===== src/rtl/johnson_pkg.sv =====
// Shared constants for the Johnson phase monitor: FSM encoding, legal codes, widths.
package johnson_pkg;

  localparam int unsigned CODE_W     = 4;
  localparam int unsigned PHASE_W    = 3;
  localparam int unsigned NUM_PHASES = 8;
  localparam int unsigned LOCK_W     = 4;
  localparam int unsigned ERR_W      = 8;

  localparam logic [1:0] ST_UNLOCKED = 2'd0;
  localparam logic [1:0] ST_LOCKING  = 2'd1;
  localparam logic [1:0] ST_LOCKED   = 2'd2;

  localparam logic [CODE_W-1:0] CODE_P0 = 4'b0000;
  localparam logic [CODE_W-1:0] CODE_P1 = 4'b0001;
  localparam logic [CODE_W-1:0] CODE_P2 = 4'b0011;
  localparam logic [CODE_W-1:0] CODE_P3 = 4'b0111;
  localparam logic [CODE_W-1:0] CODE_P4 = 4'b1111;
  localparam logic [CODE_W-1:0] CODE_P5 = 4'b1110;
  localparam logic [CODE_W-1:0] CODE_P6 = 4'b1100;
  localparam logic [CODE_W-1:0] CODE_P7 = 4'b1000;

endpackage


===== src/rtl/johnson_decode.sv =====
// Combinational Johnson code decoder: phase index and legality of a 4-bit code.
module johnson_decode
  import johnson_pkg::*;
(
  input  logic [CODE_W-1:0]  code,
  output logic [PHASE_W-1:0] phase_c,
  output logic               valid_c
);

  always_comb begin
    phase_c = '0;
    valid_c = 1'b1;
    case (code)
      CODE_P0: phase_c = 3'd0;
      CODE_P1: phase_c = 3'd1;
      CODE_P2: phase_c = 3'd2;
      CODE_P3: phase_c = 3'd3;
      CODE_P4: phase_c = 3'd4;
      CODE_P5: phase_c = 3'd5;
      CODE_P6: phase_c = 3'd6;
      CODE_P7: phase_c = 3'd7;
      default: valid_c = 1'b0;
    endcase
  end

endmodule


===== src/rtl/johnson_phase_monitor.sv =====
// Monitors a 4-bit Johnson counter: decodes phase, checks transitions,
// tracks lock, and counts errors and full-cycle wraps.
module johnson_phase_monitor
  import johnson_pkg::*;
#(
  parameter int unsigned LOCK_COUNT = 4,
  parameter int unsigned CYCLE_W    = 8
) (
  input  logic                  clk,
  input  logic                  sync_reset,
  input  logic [CODE_W-1:0]     johnson_in,
  input  logic                  clear_err,
  output logic [PHASE_W-1:0]    phase,
  output logic [NUM_PHASES-1:0] phase_onehot,
  output logic                  valid_code,
  output logic                  locked,
  output logic                  err_pulse,
  output logic [ERR_W-1:0]      err_count,
  output logic                  cycle_pulse,
  output logic [CYCLE_W-1:0]    cycle_count
);

  logic [CODE_W-1:0]  prev_code;
  logic               first_q;
  logic [1:0]         state_q, state_d;
  logic [LOCK_W-1:0]  lock_cnt_q, lock_cnt_d, lock_inc_c;

  logic [PHASE_W-1:0] cur_phase_c, prev_phase_c;
  logic               cur_valid_c, prev_valid_c;
  logic               accept_c, hold_c, advance_c, err_c, wrap_c;

  johnson_decode u_dec_cur (
    .code    (johnson_in),
    .phase_c (cur_phase_c),
    .valid_c (cur_valid_c)
  );

  johnson_decode u_dec_prev (
    .code    (prev_code),
    .phase_c (prev_phase_c),
    .valid_c (prev_valid_c)
  );

  // Transition classification; the first sample after reset is only checked for legality.
  always_comb begin
    accept_c  = cur_valid_c && (first_q || prev_valid_c);
    hold_c    = !first_q && accept_c && (cur_phase_c == prev_phase_c);
    advance_c = !first_q && accept_c && (cur_phase_c == PHASE_W'(prev_phase_c + 3'd1));
    err_c     = !accept_c || (!first_q && !hold_c && !advance_c);
    wrap_c    = advance_c && (prev_phase_c == 3'd7);
  end

  always_ff @(posedge clk) begin
    if (!sync_reset) begin
      state_q    <= ST_UNLOCKED;
      lock_cnt_q <= '0;
    end else begin
      state_q    <= state_d;
      lock_cnt_q <= lock_cnt_d;
    end
  end

  // An error drops lock; if the offending code is itself legal, locking restarts from it at once.
  always_comb begin
    state_d    = state_q;
    lock_cnt_d = lock_cnt_q;
    lock_inc_c = LOCK_W'(lock_cnt_q + 4'd1);
    if (err_c) begin
      lock_cnt_d = '0;
      state_d    = cur_valid_c ? ST_LOCKING : ST_UNLOCKED;
    end else begin
      case (state_q)
        ST_UNLOCKED: begin
          state_d    = ST_LOCKING;
          lock_cnt_d = '0;
        end
        ST_LOCKING: begin
          if (advance_c) begin
            lock_cnt_d = lock_inc_c;
            if (lock_inc_c == LOCK_W'(LOCK_COUNT)) state_d = ST_LOCKED;
          end
        end
        ST_LOCKED: begin
          state_d = ST_LOCKED;
        end
        default: begin
          state_d    = ST_UNLOCKED;
          lock_cnt_d = '0;
        end
      endcase
    end
  end

  always_ff @(posedge clk) begin
    if (!sync_reset) begin
      prev_code    <= '0;
      first_q      <= 1'b1;
      phase        <= '0;
      phase_onehot <= '0;
      valid_code   <= 1'b0;
      locked       <= 1'b0;
      err_pulse    <= 1'b0;
      cycle_pulse  <= 1'b0;
      err_count    <= '0;
      cycle_count  <= '0;
    end else begin
      prev_code    <= johnson_in;
      first_q      <= 1'b0;
      valid_code   <= accept_c;
      phase_onehot <= accept_c ? (NUM_PHASES'(1) << cur_phase_c) : '0;
      if (accept_c) phase <= cur_phase_c;
      locked       <= (state_d == ST_LOCKED);
      err_pulse    <= err_c;
      cycle_pulse  <= wrap_c;
      if (wrap_c) cycle_count <= CYCLE_W'(cycle_count + CYCLE_W'(1));
      if (clear_err) begin
        err_count <= err_c ? ERR_W'(1) : '0;
      end else if (err_c && (err_count != {ERR_W{1'b1}})) begin
        err_count <= ERR_W'(err_count + 8'd1);
      end
    end
  end

endmodule


===== config.mk =====
export PLATFORM = sky130hd
export DESIGN_NAME = johnson_phase_monitor
export DESIGN_NICKNAME = d
export VERILOG_FILES = /design/src/rtl/johnson_pkg.sv /design/src/rtl/johnson_decode.sv /design/src/rtl/johnson_phase_monitor.sv
export SDC_FILE = /design/constraint.sdc
export NUM_CORES = 1
export LEC_CHECK = 0
export ABC_AREA = 1
export CAP_MARGIN = 10
export CORE_MARGIN = 5
export CORE_UTILIZATION = 45
export DETAILED_ROUTE_END_ITERATION = 16
export PLACE_DENSITY_LB_ADDON = 0.3
export SYNTH_ARGS = -nofsm -noshare
export SYNTH_HDL_FRONTEND = slang
export SYNTH_SLANG_ARGS = --single-unit

===== constraint.sdc =====
create_clock -name clk -period 2.8 [get_ports clk]
set_input_delay 0.84 -clock clk [delete_from_list [all_inputs] [get_ports clk]]
set_output_delay 0.84 -clock clk [all_outputs]
set_load 0.01 [all_outputs]

======== After elaboration in Yosys (flattened, before gate mapping) ========
Cells that the tools add are included.
W data, S select, Z words.
storage, ports and cells
  register bits after elaboration ......... 42
operators by class
  multiplexer cells ....................... 15
  shifts and indexed selects .............. 1
  reductions and logical operators ........ 23
  add/sub/neg operators ................... 4
  bitwise logic cells ..................... 2
  equal/unequal tests ..................... 23
operator list
  kind                   count
  $pmux W3 S7            2
  $eq A4 B4 Y1 const B   8
  $add A8 B1 Y8 const B  2
  $mux W8                2
  $reduce_or A8 Y1       2
  $eq A4 B3 Y1 const B   3
  $eq A4 B1 Y1 const B   2
  $eq A4 B2 Y1 const B   2
  $logic_and A1 B1 Y1    8
  $logic_not A4 Y1       2
  $ne A8 B8 Y1 const B   1
  $pmux W4 S2            1
  $shl A1 B3 Y8 const A  1
  $eq A3 B3 Y1           2
  $mux W2                3
  $pmux W2 S3            1
  $mux W1                5
  $add A4 B1 Y4 const B  1
  $eq A2 B2 Y1 const B   2
  $logic_not A1 Y1       4
  $mux W4                1
  $reduce_and A2 Y1      2
  $add A3 B1 Y3 const B  1
  $eq A3 B3 Y1 const B   1
  7 further kinds        9

======== Logic depth before layout (Yosys ltp) ========
Gate-level depths: netlist of the first run.
  depth after elaboration ................. 14
  mapped depth ............................ 15

======== Modules after synthesis ========
Synthesis of the first run repeated with hierarchy kept, for this count alone.
second synthesis, totals
  cells, all modules ...................... 292
  area total of the unflattened synthesis .. 2,094.5 um^2
by module, submodules not included
  module                 seq. area each (um^2)  area an instance (um^2)  cells each  times used
  johnson_phase_monitor  840.8                  1,919.3                  252         1
  johnson_decode         0.0                    87.6                     20          2

======== Worst setup path after synthesis of the first run ========
No wires, ideal clock.
  path kind ............................... input to register
  start ................................... input johnson_in[2]
  end ..................................... register cycle_count[0]
  path buffers ............................ 0
  data arrival time ....................... 1,962 ps
  slack ................................... 719 ps
  data required time ...................... 2,681 ps
  setup time .............................. 119 ps
  stages .................................. 11
  path through ............................ inv_1 -> nand2_1 -> nand3_2 -> nand3_1 -> nand2_1 -> inv_2 -> nand3_4 -> nor2_4 -> inv_2 -> o21ai_1 -> a21oi_1
between the ends
  word-level cells in the longest chain between the ends .. 7
RTL lines
  element                               line                          source
  start: declaration                    johnson_phase_monitor.sv:11   input logic [CODE_W-1:0] johnson_in,
  $eq A4 B1 Y1 (tied with other cells)  johnson_decode.sv:13          case (code)
  $reduce_or A8 Y1 (no source line)     n/a
  $mux W1                               johnson_decode.sv:13
  $logic_and A1 B1 Y1                   johnson_phase_monitor.sv:46   accept_c = cur_valid_c && (first_q || prev_valid_c);
  $logic_and A1 B1 Y1                   johnson_phase_monitor.sv:48   advance_c = !first_q && accept_c && (cur_phase_c == PHASE_W'(prev_phase_c + 3'd1));
  $logic_and A1 B1 Y1 (*)               johnson_phase_monitor.sv:48
  $logic_and A1 B1 Y1 (*)               johnson_phase_monitor.sv:50   wrap_c = advance_c && (prev_phase_c == 3'd7);
  end signal: assignment                johnson_phase_monitor.sv:115  if (wrap_c) cycle_count <= CYCLE_W'(cycle_count + CYCLE_W'(1));
  end: declaration                      johnson_phase_monitor.sv:20   output logic [CYCLE_W-1:0] cycle_count
Mark *: on every way between the ends. The rest lies on a longest branch, timed or not.
A chain may end at the register's enable or synchronous reset.

======== Final worst setup path of the first run ========
  start ................................... input johnson_in[3]
  end ..................................... register cycle_count[0]
Same word-level chain as after synthesis.

==> results of run 1 <==
==> registers in the layout, indices dropped and copies added, names as in the netlist <==
register / count
phase_onehot: 8
phase: 3
cycle_pulse: 1
err_pulse: 1
locked: 1
lock_cnt_q: 4
prev_code: 4
err_count: 8
cycle_count: 8
valid_code: 1
state_q: 2
first_q: 1
==> power groups by stage <==
stage          logic [W]  clock network (W)  registers (W)
2_1_floorplan   0.000113                  0       0.000645
3_3_place_gp    0.000190                  0       0.000641
3_5_place_dp    0.000191                  0       0.000641
4_1_cts         0.000192           0.000389       0.000627
5_1_grt         0.000214           0.000410       0.000630
6_report        0.000190           0.000376       0.000627
==> routing by layer <==
metal | track usage | up-vias
met4 | 0.0670 | 0
li1 | - | 1036
met5 | 0 | -
met3 | 0.0336 | 2
met1 | 0.172 | 853
met2 | 0.251 | 35
==> kinds of logic after synthesis <==
kind of cell | after synthesis | synth area share
AO/OA/AOI/OAI | 32 | 0.0806
flip-flops | 42 | 0.407
buffers and inverters | 46 | 0.0842
XOR/XNOR | 12 | 0.0509
adder cells (fa/ha/maj) | 5 | 0.0303
AND/OR/NAND/NOR | 157 | 0.347
==> cells in the final DEF (no fill, tap or decap), types with 4 or more instances in the layout <==
cell	n
nor2_1	26
inv_2	5
nand4_1	4
xor2_1	7
nand3_1	28
ha_1	5
clkbuf_8	6
o21ai_1	4
buf_4	10
xnor2_1	5
nand2_1	79
inv_1	38
clkdlybuf4s50_1	37
dfxtp_1	42
nor3_1	8
nand2_2	5
a21oi_1	21
o21ai_0	5
==> final timing paths <==
path                  from             end  slack, ns  cells after the start
max          johnson_in[3]  cycle_count[0]       0.32                     12
min               phase[2]        phase[2]       0.49                      2
max reg2reg   prev_code[0]  cycle_count[0]       0.50                     15
min reg2reg       phase[2]        phase[2]       0.49                      2
==> critical path, delay by kind of cell <==
| kind | cells | cell delay [ns] |
|---|---|---|
| AO/OA/AOI/OAI | 2 | 0.17 |
| buffers and inverters | 2 | 0.72 |
| AND/OR/NAND/NOR | 8 | 0.90 |
==> cell usage after synthesis, drive strengths merged <==
master,count,area [µm²]
buf,1,5.00
ha,5,62.6
inv,43,161
dfxtp,42,841
nor3,8,40.0
o21ai,9,45.0
nor2,28,120
a21oi,22,114
nand2,84,328
nand3,32,195
clkbuf,2,7.51
o211ai,1,7.51
xnor2,5,43.8
xor2,7,61.3
nor3b,1,7.51
nand4,4,25.0
==> area by class of cell <==
class	count	area [µm²]
clock buffer	6	82.6
fill	409	1770
inverter	43	161
tap	52	65.1
sequential	42	841
multi-input combinational	206	1050
timing repair buffer	47	445
==> metrics by stage <==
stage / cells / area, µm² / hold WS (ns)
floorplan: 294 / 2060 / 0.474
global placement: 390 / 2560 / 0.465
detailed placement: 390 / 2560 / 0.476
CTS: 396 / 2650 / 0.486
global route: 396 / 2650 / 0.515
finish: 396 / 2650 / 0.488
==> summary.md, run 1 <==
| Metric | Value |
|---|---|
| Type of destination of the critical path | `register` |
| Post-layout minimum cycle time | `between 2 and 2.5 ns` |
| Final Util | `0.599` |
| CP max stage delay | `approximately 0.61 ns` |
| # port buffers | `37` |
| Static Leak | `1.14 nW` |
| Antenna violations before repair | `0` |
| TritonCTS clock tree | `done` |
| DRC | `0` |
| Via count | `between 1,500 and 2,000` |
| CTS max path bufs | `2` |
| Clock power share | `0.315` |
| Max frequency | `404 MHz` |
| CTS root buf | `clkbuf_8` |
| Area growth syn-to-layout | `28.1%` |
| PwrDens | `~450 mW/mm²` |
| Ys Warns | `0` |
| Routability congestion estimate | `0.862` |
| Syn_nets | `306` |
| CTS H-tree depth | `2` |
| Via/cell ratio | `between 4 and 5` |
| Sequential share of power | `0.525` |
| Die width | `slightly below 80 µm` |
| Synthesized area | `just over 0.002 mm²` |
| First-pass GRT wire length | `between 7000 and 8000 µm` |
| # rows | `24` |
| Routed WL | `between 4000 and 5000 µm` |
| Post-cts resize count | `0` |
| Max VDD drop | `roughly 0.32 mV` |
| Worst Tran Pin Value | `roughly 0.45 ns` |
| CP Class | `input port to register` |
| WL met1 | `~2000 µm` |
| Final setup viols | `0` |
| DR WL met2 | `roughly 2000 µm` |
| Tcrit/Tclk final | `0.885` |
| Worst setup SP type | `input port` |
| Max-slew violations | `0` |
| Top routing layer in use | `met4` |
| Die outline area | `about 0.006 mm²` |
| Tot GR Track Use | `0.146` |
| Syn avg cell area | `7.02 µm²` |
| Synth unique cells | `23` |
| Final Hold Fails | `0` |
| Crit-path most repeated cell | `nand2_1` |
| Maxcap violations | `0` |
| Worst-skew pair later-pin latency | `0.29 ns` |
| CTS Sinks | `42` |
| Setup Fix Bufs, Post-CTS | `0` |
| CTS clk-pin slew, worst paths | `about 0.07 ns` |
| WL/cell | `about 11 µm` |
| Starting density of the core | `0.468` |
| Fraction of layout cells with a size suffix above 1 | `0.0959` |
| Worst path cell trace | `clkdlybuf4s50_1 -> nand2_1 -> nand2_1 -> nand3_2 -> nand2_1 -> nand2_2 -> nor2_4 -> nand3_4 -> nor2_4 -> inv_2 -> o21ai_1 -> a21oi_1` |
| TNS Setup | `0 ns` |
| DRT Pass-1 Iters | `4` |
| Crit path max-delay cell type | `clkdlybuf4s50_1` |
| Number of diodes | `0` |
| DRT antenna net count | `0` |
| Die height | `77.7 µm` |
| Core ar. | `~0.0044 mm²` |
| Final Skew | `about 0.0047 ns` |
| Crit path DAT | `between 2 and 3 ns` |
| Final WS setup | `between 0.3 and 0.4 ns` |
| Detailed placement HPWL | `between 3000 and 4000 µm` |
| Switching part of the total power | `0.258` |
| Metal3 WL | `~170 µm` |
| FF+latch count, synth | `42` |
| Synthesized instance count | `around 300` |
| Max-slew headroom | `0.701` |
| Logic gate share of total power | `0.159` |
| Switch Pwr | `slightly above 0.0003 W` |
| CP max FO | `8` |
| NumNets Final | `357` |
| Num ports | `38` |
| Required @ worst endpoint | `between 2 and 3 ns` |
| Pre-CTS setup slack | `about 0.0036 ns` |
| Hold WC Path Type | `register to register` |
| Iter 0 DRT Violations | `91` |
| Total gr overflow | `0` |
| CTS Buf Count | `5` |
| Total power draw | `around 0.0012 W` |
| Vias in the first global route | `roughly 1,800` |
| Largest net degree at the start of global routing | `14` |
| Post-CTS Hold Buffers | `0` |
| Sequential share of the synthesized area | `0.407` |
| Status | `complete, no violations` |
| Pint | `around 0.0009 W` |
| RSZ-0062 raised after global routing | `no` |
No activity file was read; power rests on OpenSTA's default activity.
==> run 2, diff against run 1 <==
SYNTH_HIERARCHICAL = 1   (was not set)
==> run 2 against run 1 <==
Against the previous run: utilization is 0.47 points higher; worst setup slack worse by 0.070 ns; highest routed layer unchanged; final cell count is 0.25% higher; combinational power is 9% higher; design area is 1.5% higher; largest power group unchanged; hold slack worse by 0.0012 ns.
==> summary.md, run 2 <==
| Metric | Value |
|---|---|
| Top cell type's share of synthesized area | `0.401 (-0.00584)` |
| Post-DP Area | `0.00261 mm² (+1.7%)` |
| Final setup viols | `0 (unchanged)` |
| CP Launch Point | `johnson_in[1]` |
| CTS max path bufs | `2 (unchanged)` |
| Reg2reg path depth | `14 (-1)` |
| Largest net degree at the start of global routing | `13 (-1)` |
| Type of destination of the critical path | `register` |
| Largest area contributor in the synthesized netlist | `dfxtp_1` |
| Synth unique cells | `27 (+17%)` |
| Required @ worst endpoint | `2.99 ns (about the same)` |
| Top flip-flop cell by instance count after synthesis | `dfxtp_1` |
| Sequential share of the synthesized area | `0.401 (-0.00584)` |
| Worst-skew pair later-pin latency | `0.29 ns (about the same)` |
| FF+latch count, synth | `42 (unchanged)` |
| PwrDens | `445 mW/mm² (-1.3%)` |
| Max-slew violations | `0 (unchanged)` |
| DRC | `0 (unchanged)` |
| Tcrit/Tclk final | `0.910 (+0.0251)` |
| # port buffers | `37 (unchanged)` |
| Top flop regs | `cycle_count x8, err_count x8, phase_onehot x8` |
| Pre-CTS setup slack | `-0.0435 ns (-0.0470 ns)` |
| Synth area leaders | `dfxtp_1 40%, nand2_1 13%, inv_1 8.1%, nor2_1 4.7%, a21oi_1 4.3%` |
| Status | `complete, no violations` |
| Post-synth EDFFs | `0 (unchanged)` |
| Starting density of the core | `0.471 (+0.00360)` |
| First-pass GRT wire length | `8140 µm (+11%)` |
| Final Util | `0.604 (+0.00468)` |
| Final Hold Fails | `0 (unchanged)` |
| Async set-reset flop share out of synthesis | `0 (unchanged)` |
| CP Class | `input port to register` |
| Routability congestion estimate | `0.878 (+1.9%)` |
| Num ports | `38 (unchanged)` |
| Most common cell after layout, fill and taps aside | `nand2_1` |
| Switch Pwr | `0.000325 W (+5.6%)` |
| Post-CTS Hold Buffers | `0 (unchanged)` |
| Synthesized area | `0.00209 mm² (+1.5%)` |
| Crit path DAT | `2.73 ns (+0.07 ns)` |
| Via count | `1,889 (-1.9%)` |
| Setup Fix Bufs, Post-CTS | `0 (unchanged)` |
| CP max FO | `8 (unchanged)` |
| Worst setup SP type | `input port` |
| CTS Buf Count | `5 (unchanged)` |
| Fraction of layout cells with a size suffix above 1 | `0.122 (+0.0258)` |
| Switching part of the total power | `0.272 (+0.0140)` |
| WL/cell | `11.1 µm (+4.1%)` |
| Synthesized instance count | `292 (-0.68%)` |
| Pint | `0.000870 W (-1.8%)` |
| Max frequency | `393 MHz (-2.8%)` |
| CTS H-tree depth | `2 (unchanged)` |
| Post-layout minimum cycle time | `2.55 ns (+0.0702 ns)` |
| Fin area | `0.00268 mm² (+1.5%)` |
| Antenna violations before repair | `0 (unchanged)` |
| R2R Path Start | `prev_code[1]` |
| DRT Pass-1 Iters | `4 (unchanged)` |
| Number of diodes | `0 (unchanged)` |
| Max VDD drop | `0.228 mV (-29%)` |
| Total gr overflow | `0 (unchanged)` |
| Clock power share | `0.302 (-0.013)` |
| Logic gate share of total power | `0.174 (+0.015)` |
| Via/cell ratio | `4.76 (-2.2%)` |
| TritonCTS clock tree | `done` |
| Vias in the first global route | `1,897 (+6.6%)` |
| Core ar. | `0.00444 mm² (+0.68%)` |
| CTS clk-pin slew, worst paths | `0.08 ns (about the same)` |
| DRT antenna net count | `0 (unchanged)` |
| Static Leak | `1.17 nW (+3.2%)` |
| Post-synth top cells | `74 x nand2_1, 45 x inv_1, 42 x dfxtp_1, 26 x nor2_1, 18 x a21oi_1` |
| Iter 0 DRT Violations | `50 (-45%)` |
| Critical Path End | `err_count[4]` |
| Most frequent cells in the layout | `74 x nand2_1, 45 x inv_1, 42 x dfxtp_1` |
| Reg2reg end | `cycle_count[3]` |
| Tot GR Track Use | `0.160 (+0.0136)` |
| Post-cts resize count | `0 (unchanged)` |
| Max-slew headroom | `0.779 (+0.0782)` |
| # rows | `24 (unchanged)` |
| Syn avg cell area | `7.17 µm² (+2.1%)` |
| RSZ-0062 raised after global routing | `no` |
| TNS Setup | `0 ns (unchanged)` |
| R2r setup slk | `0.50 ns (about the same)` |
| CTS root buf | `clkbuf_8` |
| Maxcap violations | `0 (unchanged)` |
| NumNets Final | `357 (unchanged)` |
| Final Skew | `0.00705 ns (+0.00235 ns)` |
| Die outline area | `0.00612 mm² (+1.3%)` |
| Worst Tran Pin Value | `0.328 ns (-0.117 ns)` |
| Final WS setup | `0.252 ns (-0.0702 ns)` |
| Count leader, synth | `nand2_1` |
| Die width | `78.2 µm (+0.64%)` |
| Total power draw | `0.00120 W (+0.13%)` |
| Detailed placement HPWL | `3480 µm (+7.3%)` |
| Syn_nets | `304 (-0.65%)` |
| CTS Sinks | `42 (unchanged)` |
| Ys Warns | `6 (+6)` |
| Sequential share of power | `0.525 (about the same)` |
| Hold WC Path Type | `register to register` |
| Area growth syn-to-layout | `28.1% (about the same)` |
| Routed WL | `4420 µm (+4.3%)` |
| Die height | `78.2 µm (+0.64%)` |
run 2: cell count changes after synthesis, moves of 3 or more:
cell / before / now
nand2_4: 0 / 3
inv_1: 38 / 45
xor2_1: 7 / 4
a21oi_1: 21 / 18
nand2_1: 79 / 74
nor3_1: 8 / 13
nand3_1: 28 / 17
run 2: power groups by stage:
| stage | Sequential, W | Clock (W) | Combinational, W |
|---|---|---|---|
| after global placement | 0.000641 | 0 | 0.000203 |
| after CTS | 0.000627 | 0.000377 | 0.000208 |
| after global routing | 0.000629 | 0.000394 | 0.000233 |
| after detailed placement | 0.000641 | 0 | 0.000207 |
| after floorplan | 0.000645 | 0 | 0.000123 |
| final | 0.000627 | 0.000360 | 0.000207 |
run 2: final cells by class:
class / instances / area (µm²)
fill: 410 / 1760
clock buffer: 5 / 68.8
timing repair buffer: 48 / 453
inverter: 49 / 184
tap: 52 / 65.1
clock inverter: 2 / 10.0
sequential: 42 / 841
multi-input combinational: 199 / 1060
run 2: metrics by stage:
step / hold slack, ns / instances
floorplan: 0.453 / 292
global placement: 0.465 / 390
detailed placement: 0.476 / 390
CTS: 0.488 / 397
global route: 0.521 / 397
finish: 0.487 / 397
run 2: worst min path at each step:
stage             startpoint  slack [ns]  cells past startpoint            end
6_report       lock_cnt_q[1]        0.49                      2  lock_cnt_q[1]
5_1_grt        lock_cnt_q[1]        0.52                      2  lock_cnt_q[1]
4_1_cts         err_count[4]        0.49                      2   err_count[4]
3_5_place_dp    err_count[4]        0.48                      2   err_count[4]
3_3_place_gp   lock_cnt_q[3]        0.47                      2  lock_cnt_q[3]
2_1_floorplan  lock_cnt_q[3]        0.45                      2  lock_cnt_q[3]
run 2: cell families after synthesis:
kind of cell | Yosys count | synth area share
XOR/XNOR | 9 | 0.0376
AND/OR/NAND/NOR | 155 | 0.364
flip-flops | 42 | 0.401
buffers and inverters | 51 | 0.0914
AO/OA/AOI/OAI | 30 | 0.0759
adder cells (fa/ha/maj) | 5 | 0.0299
run 2: layer usage:
metal / routed length, µm / share of wire / vias to the layer above / track usage
met5: 0 / 0 / - / 0
li1: - / - / 1017 / -
met1: 2250 / 0.51 / 835 / 0.206
met3: 153 / 0.035 / 5 / 0.0332
met2: 1960 / 0.44 / 32 / 0.268
met4: 57 / 0.013 / 0 / 0.0524
run 2: worst max-delay path, cell delays in order:
cell and delay (ns):
clkdlybuf4s50_1 0.55, inv_2 0.07, nand2_1 0.06, nand2_1 0.06, nor2_1 0.23, inv_2 0.10
nand2_4 0.07, nand2_4 0.05, nor2_4 0.11, nand3_4 0.17, nand3_4 0.17, nand2_1 0.11
nand2_1 0.07, a21oi_1 0.06
==> run 3, diff against run 2 <==
RECOVER_POWER = 100   (was not set)
==> run 3 against run 2 <==
Against the previous run: non-clock buffer count stayed put; sequential power hardly changed; final cell count stayed put; clock power hardly changed; first-iteration DRC count is 6.0% higher.
==> summary.md, run 3 (synthesis results as in run 2) <==
| Metric | Value |
|---|---|
| Required @ worst endpoint | `2.99 ns (about the same)` |
| Status | `complete, no violations` |
| Reg2reg end | `cycle_count[3]` |
| Max-slew headroom | `0.629 (-0.150)` |
| NumNets Final | `357 (unchanged)` |
| CP Class | `input port to register` |
| Hold depth | `2 (unchanged)` |
| # rows | `24 (unchanged)` |
| CP Launch Point | `johnson_in[3]` |
| Final Skew | `0.00701 ns (-0.0000442 ns)` |
| R2R Path Start | `prev_code[1]` |
| Final setup viols | `0 (unchanged)` |
| Most common cell after layout, fill and taps aside | `nand2_1` |
| Fin area | `0.00267 mm² (-0.56%)` |
| Num ports | `38 (unchanged)` |
| Largest net degree at the start of global routing | `13 (unchanged)` |
| CTS Sinks | `42 (unchanged)` |
| Critical Path End | `cycle_count[2]` |
| Antenna violations before repair | `0 (unchanged)` |
| Static Leak | `1.27 nW (+7.8%)` |
| TNS Setup | `0 ns (unchanged)` |
| CTS root buf | `clkbuf_8` |
| Via count | `1,903 (+0.74%)` |
| TritonCTS clock tree | `done` |
| Iter 0 DRT Violations | `53 (+6.0%)` |
| RSZ-0062 raised after global routing | `no` |
| First-pass GRT wire length | `8140 µm (unchanged)` |
| Routed WL | `4430 µm (+0.14%)` |
| Via/cell ratio | `4.79 (+0.74%)` |
| Tcrit/Tclk final | `0.931 (+0.0214)` |
| Max VDD drop | `0.228 mV (about the same)` |
| Number of diodes | `0 (unchanged)` |
| Die outline area | `0.00612 mm² (unchanged)` |
| WL/cell | `11.2 µm (+0.14%)` |
| Post-route insts no fill | `397 (unchanged)` |
| Max frequency | `383 MHz (-2.3%)` |
| Post-layout minimum cycle time | `2.61 ns (+0.0600 ns)` |
| # placed instances | `390 (unchanged)` |
| CTS H-tree depth | `2 (unchanged)` |
| Top flop regs | `cycle_count x8, err_count x8, phase_onehot x8` |
| # port buffers | `37 (unchanged)` |
| Fraction of layout cells with a size suffix above 1 | `0.107 (-0.0145)` |
| CTS max path bufs | `2 (unchanged)` |
| Maxcap violations | `0 (unchanged)` |
| DRC | `0 (unchanged)` |
| Detailed placement HPWL | `3480 µm (unchanged)` |
| PwrDens | `445 mW/mm² (about the same)` |
| Worst Tran Pin Value | `0.557 ns (+0.229 ns)` |
| Core ar. | `0.00444 mm² (unchanged)` |
| R2r setup slk | `0.51 ns (about the same)` |
| Total gr overflow | `0 (unchanged)` |
| Reg2reg path depth | `14 (unchanged)` |
| Post-cts resize count | `0 (unchanged)` |
| CTS Buf Count | `5 (unchanged)` |
| Total power draw | `0.00119 W (-0.61%)` |
| Die height | `78.2 µm (unchanged)` |
| Post-CTS Hold Buffers | `0 (unchanged)` |
| CP max FO | `8 (unchanged)` |
| Routability congestion estimate | `0.878 (unchanged)` |
| Most frequent cells in the layout | `75 x nand2_1, 46 x inv_1, 42 x dfxtp_1` |
| Final Hold Fails | `0 (unchanged)` |
| DRT antenna net count | `0 (unchanged)` |
| Starting density of the core | `0.471 (unchanged)` |
| Die width | `78.2 µm (unchanged)` |
| Setup Fix Bufs, Post-CTS | `0 (unchanged)` |
| Worst-skew pair later-pin latency | `0.29 ns (about the same)` |
| Post-DP Area | `0.00261 mm² (unchanged)` |
| Max-slew violations | `0 (unchanged)` |
| CTS clk-pin slew, worst paths | `0.08 ns (about the same)` |
| Tot GR Track Use | `0.160 (unchanged)` |
| Area growth syn-to-layout | `27.4%` |
| Hold WC Path Type | `register to register` |
| Type of destination of the critical path | `register` |
| Vias in the first global route | `1,897 (unchanged)` |
| Crit path DAT | `2.79 ns (+0.06 ns)` |
| Worst setup SP type | `input port` |
| DRT Pass-1 Iters | `4 (unchanged)` |
| Final Util | `0.601 (-0.00338)` |
run 3: cell types whose count changed in the layout (fill, tap and decap cells not counted):
cell / change
nand2_1: +1
nand3_2: -1
clkbuf_4: +1
buf_4: -3
nand2_2: -1
clkbuf_1: +2
nand3_1: +1
inv_2: -1
clkdlybuf4s50_1: -33
inv_1: +1
dlygate4sd3_1: +33
run 3: through the flow:
stage	hold WS [ns]	worst slack, ns
after floorplan	0.453	0.545
after global placement	0.465	0.0243
after detailed placement	0.476	-0.0435
after CTS	0.488	0.271
after global routing	0.521	0.0102
final	0.487	0.192
run 3: worst min path at each step:
stage | start | endpoint | slack [ns]
after floorplan | lock_cnt_q[3] | lock_cnt_q[3] | 0.45
final | lock_cnt_q[3] | lock_cnt_q[3] | 0.49
after global routing | lock_cnt_q[1] | lock_cnt_q[1] | 0.52
after detailed placement | err_count[4] | err_count[4] | 0.48
after global placement | lock_cnt_q[3] | lock_cnt_q[3] | 0.47
after CTS | err_count[4] | err_count[4] | 0.49
run 3: final cells by class:
class                      instances  area (µm²)
multi-input combinational        199        1050
tap                               52        65.1
clock inverter                     2        10.0
timing repair buffer              48         445
sequential                        42         841
clock buffer                       5        68.8
fill                             410        1780
inverter                          49         184
run 3: report_power, final:
part / switching, W / leakage, nW / internal (W)
registers: 0.0000120 / 0.342 / 0.000615
clock network: 0.000194 / 0.0438 / 0.000167
logic: 0.000119 / 0.881 / 0.0000805
total: 0.000325 / 1.27 / 0.000863
run 3: worst max-delay path, cell delays in order:
cell and delay, ns:
dlygate4sd3_1 0.63, xnor2_1 0.17, nor2_1 0.22, inv_2 0.10, nand2_4 0.07, nand2_4 0.05, nor2_4 0.11, nand3_4 0.17
nor2_8 0.17, nand2_1 0.09, o21ai_1 0.12, a21oi_1 0.05
run 3: metal layers:
metal / GRT usage / up-vias / wire length, µm
li1: - / 1021 / -
met1: 0.206 / 847 / 2260
met2: 0.268 / 30 / 1970
met3: 0.0332 / 5 / 141
met4: 0.0524 / 0 / 57
met5: 0 / - / 0
==> variant: new RTL, config.mk and constraints of run 3 <==
Set the package constant `LOCK_W` to 6 (it was 4).
--- a/src/rtl/johnson_pkg.sv
+++ b/src/rtl/johnson_pkg.sv
@@ -6,3 +6,3 @@
   localparam int unsigned NUM_PHASES = 8;
-  localparam int unsigned LOCK_W     = 4;
+  localparam int unsigned LOCK_W     = 6;
   localparam int unsigned ERR_W      = 8;
Check against the original RTL: same outputs for any inputs over 10 cycles, from zero or initial values and one cycle with sync_reset low; that may be too few to reach the edited logic, so the function may still have changed.
==> variant against run 3 <==
  * Sequential cell count is 2 higher
  * Combinational power is 11% lower
  * Synthesized area is 3.6% higher
  * Global-route usage is 0.80 points lower
  * Sequential power is 4.5% higher
  * Wire length is 0.70% lower
  * Clock skew is 0.00086 ns lower
  * Final area is 2.7% higher
  * Total power is 11% higher
  * First-iteration DRC count is 150% higher
  * Synthesized cell count is 2.1% higher
  * Worst setup slack better by 0.093 ns
  * Critical endpoint is now cycle_count[5]
==> variant: results (changes against run 3) <==
| Metric | Value |
|---|---|
| Post-synth EDFFs | 0 (unchanged) |
| Met1 Usage GRT | 0.184 (-0.0218) |
| Drt initial violations | 131 (+150%) |
| Via count | 1939 (+1.9%) |
| CP Max Fanout | 8 (unchanged) |
| Met3 routed WL | 152 um (+7.8%) |
| Proportion of layout cells with a drive suffix above 1 | 0.0857 (-0.0215) |
| Largest net degree at the start of global routing | 17 (+4) |
| Met2 Track Usage GR | 0.260 (-0.00755) |
| Drt pass-1 iters | 4 (unchanged) |
| CTS Buffer Depth | 2 (unchanged) |
| Dominant synthesized flop cell | dfxtp_1 |
| M1 wire length | 2.03 mm (-9.9%) |
| Fillers | 464 (+13%) |
| Maximum VDD drop | 244 uV (+6.8%) |
| DP Worst Slack | -0.0179 ns (+0.0256 ns) |
| Vias in the first global route | 1829 (-3.6%) |
| Clock power frac | 0.365 (+0.061) |
| Switch Pwr | 332 uW (+1.9%) |
| GRT met3 Usage | 0.0372 (+0.00407) |
| Synth Area per Inst | 7.28 um^2 (+1.5%) |
| Tot GR Track Use | 0.152 (-0.00803) |
| Reg power frac | 0.498 (-0.030) |
| Per-cell routed wire length | 10.9 um (-2.4%) |
| Clk pin slew, worst setup/hold paths | 0.08 ns (about the same) |
| R2R cell count | 13 (-1) |
| Detailed-route wire length | 4.40 mm (-0.70%) |
| Gpl congestion | 0.834 (-5.0%) |
| Status | complete, no violations |
| Lkg Pwr | 0.00130 uW (+3.0%) |
| Net count, final | 361 (+1.1%) |
| Hpwl dp | 3.37 mm (-3.3%) |
| Placed Instances | 396 (+1.5%) |
| Seq/Total Area, Yosys | 0.406 (+0.00456) |
| Yosys warns | 6 (unchanged) |
| Crit path DAT | 2.76 ns (-0.03 ns) |
| # diodes | 0 (unchanged) |
| Cell variety after synth | 29 (+7.4%) |
| Setup bufs post-CTS | 0 (unchanged) |
| Synth Net Count | 310 (+2.0%) |
| Clock Skew | 0.00615 ns (-0.000857 ns) |
| Worst Tran Pin Value | 0.691 ns (+0.134 ns) |
| Top cells by area, synth | dfxtp_1 41%, nand2_1 12%, inv_1 8.3% |
| Post-synth top cells | 71 x nand2_1, 48 x inv_1, 44 x dfxtp_1, 29 x nor2_1, 18 x a21oi_1 |
| Met2 wire len | 2.15 mm (+8.8%) |
| First-pass GRT wire length | 7.71 mm (-5.3%) |
-- variant: cell types whose count changed in the layout (fill, tap and decap cells not counted), sizes merged, moves of 2 or more --
cell | run 3 | this run
buf | 8 | 6
clkbuf | 8 | 10
dfxtp | 42 | 44
inv | 49 | 54
nand2 | 83 | 77
nand3 | 22 | 18
nand4 | 4 | 10
nor3 | 13 | 11
xnor2 | 5 | 8
-- variant: per-stage QoR --
stage	total power (uW)	instance area, um^2	hold slack, ns
2_1_floorplan	789	2170	0.441
3_3_place_gp	857	2660	0.450
3_5_place_dp	861	2660	0.452
4_1_cts	1340	2770	0.467
5_1_grt	1380	2740	0.500
6_report	1310	2740	0.465
-- variant: final timing paths --
| check | start | endpoint | slack (ns) |
|---|---|---|---|
| setup reg to reg | prev_code[1] | cycle_count[5] | 0.59 |
| setup / recovery | johnson_in[3] | cycle_count[5] | 0.28 |
| hold / removal | cycle_count[7] | cycle_count[7] | 0.47 |
| hold reg to reg | cycle_count[7] | cycle_count[7] | 0.47 |
-- variant: worst max-delay path, stage by stage --
cell and delay [ns]:
clkdlybuf4s50_1 0.47, clkbuf_1 0.19, xnor2_1 0.10, nor2_1 0.19, nand2_1 0.09, nand2_2 0.09, nand4_4 0.14, nor2_4 0.20
inv_1 0.16, o21bai_1 0.15, inv_1 0.05, nor2_1 0.08
-- variant: layout make-up --
cell class,instances,area share
clock inverter,3,0.0155
multi-input combinational,196,0.381
timing repair buffer,48,0.158
clock buffer,5,0.0251
sequential,44,0.321
tap,54,0.0247
inverter,54,0.0740
-- variant: kinds of logic after synthesis --
| family | share of synthesized area |
|---|---|
| buffers and inverters | 0.108 |
| flip-flops | 0.406 |
| XOR/XNOR | 0.0565 |
| AND/OR/NAND/NOR | 0.318 |
| AO/OA/AOI/OAI | 0.0825 |
| adder cells (fa/ha/maj) | 0.0288 |
